[src/rtl/exc_monitor.sv]
// -----------------------------------------------------------------------------
// exc_monitor
//
// Exception and redirect controller for the fetch stage.
//
// Exception requests on exc_in are latched into a sticky pending register and
// served one at a time, lowest index first. Each cycle the controller picks at
// most one PC redirect. The candidates, highest priority first, are:
//   1. branch-miss recovery
//   2. a stall, which blocks every redirect
//   3. an exception vector
//   4. an ordinary jump
//
// The block also tracks the 2-bit privilege mode. It keeps a saved copy of the
// mode, and eret restores that copy.
//
// Ports:
//   clk, rst       clock; asynchronous active-high reset
//   miss           branch mispredict; redirect to branch_PC
//   jump, new_PC   ordinary jump request and its target
//   branch_PC      mispredict recovery target
//   Mode_Set       mode-change command:
//                    01 -> 00, 10 -> 01, 11 -> {0,Mode[0]}, 00 -> hold
//   eret           return from exception; Mode <= saved mode
//   IFID_Stall     IF/ID stall; suppresses redirects and mode commands
//   exc_in         exception request levels, index 0 = highest priority
//   J, J_R         redirect valid and target (combinational)
//   Store_Current  save the current PC as the return address (combinational)
//   Mode           current privilege mode (registered)
//   Cause          index of the last exception taken (registered)
//   Pending        sticky pending exceptions (registered, for status/debug)
// -----------------------------------------------------------------------------
module exc_monitor #(
    parameter int                 WIDTH      = 16,
    parameter int                 NUM_SRC    = 4,
    parameter logic [WIDTH-1:0]   VEC_BASE   = WIDTH'(16'h0030),
    parameter logic [WIDTH-1:0]   VEC_STRIDE = WIDTH'(16'h0040),
    parameter logic [NUM_SRC-1:0] MASKABLE   = NUM_SRC'(4'b0001),
    localparam int                CW         = (NUM_SRC > 1) ? $clog2(NUM_SRC) : 1
) (
    input  logic               clk,
    input  logic               rst,
    input  logic               miss,
    input  logic               jump,
    input  logic [WIDTH-1:0]   new_PC,
    input  logic [WIDTH-1:0]   branch_PC,
    input  logic [1:0]         Mode_Set,
    input  logic               eret,
    input  logic               IFID_Stall,
    input  logic [NUM_SRC-1:0] exc_in,
    output logic               J,
    output logic [WIDTH-1:0]   J_R,
    output logic               Store_Current,
    output logic [1:0]         Mode,
    output logic [CW-1:0]      Cause,
    output logic [NUM_SRC-1:0] Pending
);

    logic [1:0]         saved_mode;
    logic [NUM_SRC-1:0] accept;
    logic [NUM_SRC-1:0] take_mask;
    logic [CW-1:0]      sel;
    logic               take;
    logic [WIDTH-1:0]   vec_addr;

    // While Mode[1] is set, requests on maskable sources are dropped, not queued.
    assign accept = exc_in & ~(MASKABLE & {NUM_SRC{Mode[1]}});

    // Find the lowest set pending index. The loop scans downward, so the
    // lowest set bit is the last one written and wins.
    always_comb begin
        sel = '0;
        for (int i = NUM_SRC - 1; i >= 0; i--) begin
            if (Pending[i]) begin
                sel = CW'(i);
            end
        end
    end

    // Vector address arithmetic wraps modulo 2^WIDTH.
    assign vec_addr = VEC_BASE + WIDTH'(sel) * VEC_STRIDE;

    // Redirect selection. Exactly one source wins.
    always_comb begin
        J             = 1'b0;
        J_R           = '0;
        Store_Current = 1'b0;
        take          = 1'b0;
        if (miss) begin
            J   = 1'b1;
            J_R = branch_PC;
        end else if (IFID_Stall) begin
            J   = 1'b0;
        end else if (|Pending) begin
            J             = 1'b1;
            J_R           = vec_addr;
            Store_Current = 1'b1;
            take          = 1'b1;
        end else if (jump) begin
            J   = 1'b1;
            J_R = new_PC;
        end
    end

    assign take_mask = take ? (NUM_SRC'(1) << sel) : '0;

    // A request that arrives in the same cycle its bit is taken must survive.
    // So the clear is applied first and the new accepts are OR-ed in after it.
    always_ff @(posedge clk or posedge rst) begin
        if (rst) begin
            Pending <= '0;
            Cause   <= '0;
        end else begin
            Pending <= (Pending & ~take_mask) | accept;
            if (take) begin
                Cause <= sel;
            end
        end
    end

    // Mode tracking.
    // Accepting an exception raises Mode[1]. The mode is saved only when
    // entering from Mode[1]=0, so a nested exception cannot overwrite the
    // outer save.
    always_ff @(posedge clk or posedge rst) begin
        if (rst) begin
            Mode       <= 2'b11;
            saved_mode <= 2'b11;
        end else if (|accept) begin
            Mode <= {1'b1, Mode[0]};
            if (!Mode[1]) begin
                saved_mode <= Mode;
            end
        end else if (IFID_Stall) begin
            Mode <= Mode;
        end else if (eret) begin
            Mode <= saved_mode;
        end else begin
            case (Mode_Set)
                2'b01:   Mode <= 2'b00;
                2'b10:   Mode <= 2'b01;
                2'b11:   Mode <= {1'b0, Mode[0]};
                default: Mode <= Mode;
            endcase
        end
    end

endmodule

[config.mk]
export PLATFORM = sky130hd
export DESIGN_NAME = exc_monitor
export DESIGN_NICKNAME = d
export VERILOG_FILES = /design/src/rtl/exc_monitor.sv
export SDC_FILE = /design/constraint.sdc
export NUM_CORES = 1
export LEC_CHECK = 0
export BUFFER_PORTS_ARGS = -buffer_cell sky130_fd_sc_hd__buf_2
export CORE_MARGIN = 3
export CORE_UTILIZATION = 37
export CTS_BUF_LIST = sky130_fd_sc_hd__clkbuf_16
export DETAILED_ROUTE_END_ITERATION = 8
export PLACE_DENSITY_LB_ADDON = 0.05
export REMOVE_ABC_BUFFERS = 1
export SYNTH_ARGS = -nofsm -noshare
export SYNTH_HDL_FRONTEND = slang
export SYNTH_SLANG_ARGS = --single-unit
[constraint.sdc]
create_clock -name clk -period 2.4 [get_ports clk]
set_input_delay 0.48 -clock clk [delete_from_list [all_inputs] [get_ports clk]]
set_output_delay 0.48 -clock clk [all_outputs]
set_load 0.05 [all_outputs]
==> metrics.cfg <==
[run_status]
outcome = finished, violations left
violations = setup timing

[sta]
period_share_pct = 102
setup_slack_ps = -44.9
tightest_slew_ps = 368
finClkSkew_ps = 0.319
min_period_ps = 2440
timing.hold.ws_ps = 200
rsz0062_at_grt = true
maxSlewHeadroom_pct = 75.3
max_freq_mhz = 409
hold_viol = 0
finalMaxSlewViolations = 0
setup_viol = 5

[detailed_routing]
wl_per_cell_um = 13.9
vias = 1058
wl_mm = 2.85
avgViaCountPerCell = 5.16
first_pass_iters = 4
antenna_left = 0
drc = 0
drtIter0Drc = 21

[cells_and_area]
multiInputGateArea_um2 = 508
fillCellCount = 148
diodes = 0
final_area_um2 = 1370
final_nets = 225
syn_to_final_growth_pct = 74.8
final_core_util_pct = 73.5
regArea_um2 = 255
layout-drive-gt1-share_pct = 56.7

[pwr]
p_int_w = 0.000488
p_comb_share_pct = 34.0
seq_power_share_pct = 25.9
swShare_pct = 34.6
clock_power_share_pct = 40.1
p_leak_nw = 0.689
worst_ir_drop_vdd_uv = 493
p_switching_w = 0.000258
power_density_nw_per_um2 = 547

[global_route]
grt-ovfl-total = 0
grt_max_degree = 26
antenna_found_initial = 0
grt_use_total_pct = 19.9
first_global_vias = 978
grt_pass1_wl_mm = 4.04

[cts]
ctsLongestPathBuffers = 2
cts_sinks = 10
cts-root-buf = clkbuf_16
clk-insertion-delay-late_ps = 240
cts_tree = done
cts_buffers = 3
clk_pin_slew_ps = 40
htree_levels = 1

[yosys]
netlist_area_um2 = 781
yosys_warnings = 0
syn_avg_cell_area_um2 = 7.44
synthCells = 105
ys_seq_area_share_pct = 32.7
synth_seq_cells = 10
synthDistinctLibCells = 28

[die]
ios = 70
die_h_um = 51.9
start_util_pct = 42.0
fp.dieW_um = 51.9
die-area_um2 = 2700
core_um2 = 1860
rows = 15

[placement]
dpl_cell_area_um2 = 1160
dpl.hpwl_mm = 2.03
port_buffers = 69
place_congestion = 0.786

[worst_hold_path]
min_path_type = in -> async

[worst_setup_path]
critPathArrivalTime_ps = 1960
critPathLaunchType = register
ff2ff_setup_slack_ps = 950
required_ps = 1920
r2r_cells = 4
rr_endpoint = Mode[0]
critPathKind = reg -> out
r2r_start = Mode[1]
path_max_fanout = 7
end_kind = output port

[flow_run]
cap_violations = 0

==> area by class of cell <==
type	count	share of cell area, %
Clock buffer	3	5.50
Clock inverter	1	0.275
Inverter	4	1.10
Multi-Input combinational cell	86	37.2
Sequential cell	10	18.7
Tap cell	25	2.29
Timing Repair Buffer	76	34.9
==> cells by family (layout without fill, tap and decap cells) <==
group	after synthesis	count (layout)	synth area share, %
AND/OR/NAND/NOR	49	49	28.8
AO/OA/AOI/OAI	36	36	31.7
flip-flops	10	10	32.7
buffers and inverters	9	84	5.29
multiplexers	1	1	1.44
==> worst max-delay path by stage <==
stage | from | depth (start not counted) | slack (ps) | end
floorplan | Pending[1] | 4 | -820 | J_R[10]
global placement | Pending[1] | 5 | 30 | J_R[10]
detailed placement | Pending[1] | 5 | -20 | J_R[10]
CTS | Pending[2] | 6 | -10 | J_R[9]
global route | Pending[3] | 6 | -90 | J_R[11]
finish | Pending[3] | 6 | -40 | J_R[15]
==> cell usage in the layout, fill, tap and decap left out, types with 2 or more instances in the layout <==
cell       count
a21o_1         2
a21oi_1        7
buf_2         57
buf_4          6
buf_6         13
clkbuf_16      3
dfrtp_1        6
dfstp_2        4
inv_1          4
nand2_1       27
nand2_2        2
nor2_1         9
nor2b_1        2
nor3_1         2
o21ai_0        7
o21ai_2       10
o21bai_1       2
==> cells in the mapped netlist <==
library cell	n	share of area, %
o22a_1	1	1.1
inv_1	4	1.9
clkbuf_1	2	0.96
or3_1	1	0.80
dfrtp_1	6	19
a21oi_1	7	4.5
a31oi_1	1	0.80
a211oi_1	1	0.96
nor2b_1	2	1.6
nor3b_4	1	2.4
o21ai_2	10	11
nor2_1	9	4.3
nand2_1	30	14
a22o_1	1	1.1
nand2b_1	1	0.80
mux2_2	1	1.4
o211ai_1	1	0.96
a21o_1	2	1.9
buf_6	1	1.4
o221a_2	1	1.4
buf_1	2	0.96
or4_4	1	1.4
dfstp_2	4	13
or2_2	1	0.80
nand3b_1	1	0.96
o21bai_1	2	1.9
o21ai_0	9	5.8
nor3_1	2	1.3
==> power by group through the flow <==
stage	Clock, W	Combinational (W)	Sequential, W
floorplan	0	0.000110	0.000231
global placement	0	0.000232	0.000194
detailed placement	0	0.000234	0.000195
CTS	0.000303	0.000248	0.000193
global route	0.000308	0.000268	0.000194
finish	0.000299	0.000254	0.000193
==> state kept, by name, summed over array words and instances (netlist names) <==
| register | count |
|---|---|
| Pending | 4 |
| Mode | 2 |
| saved_mode | 2 |
| Cause | 2 |
==> per-layer routing <==
| layer | vias up | wire [um] | part of all wire, % | global-route usage [%] |
|---|---|---|---|---|
| met4 | 0 | 34 | 1.2 | 7.86 |
| li1 | 509 | - | - | - |
| met1 | 487 | 1010 | 36 | 19.6 |
| met5 | - | 0 | 0 | 0 |
| met3 | 6 | 310 | 11 | 5.16 |
| met2 | 56 | 1490 | 52 | 38.7 |
==> per-stage QoR <==
| step | setup TNS [ps] | worst slack, ps | power, W | std cells |
|---|---|---|---|---|
| 5_1_grt | -969 | -94.9 | 0.000770 | 205 |
| 6_report | -117 | -44.9 | 0.000746 | 205 |
| 2_1_floorplan | -4110 | -822 | 0.000341 | 100 |
| 4_1_cts | -23.2 | -9.51 | 0.000744 | 205 |
| 3_3_place_gp | 0 | 34.6 | 0.000425 | 198 |
| 3_5_place_dp | -17.7 | -17.7 | 0.000429 | 198 |
==> repair_timing <==
item / in CTS / in global routing
setup buffers: 3 / 0
hold buffers: 0 / 0
endpoints found under the setup margin: 12 / 12
resized for setup: 24 / 9
pin swaps: 2 / 7
==> worst max-delay path, cell delays in order, from the launching register on <==
cell     delay [ps]
dfrtp_1         380
or4_4           560
nor3b_4         220
buf_6           160
nand2_1          60
o21ai_1         160
buf_6           180
No activity file was read; power rests on OpenSTA's default activity.
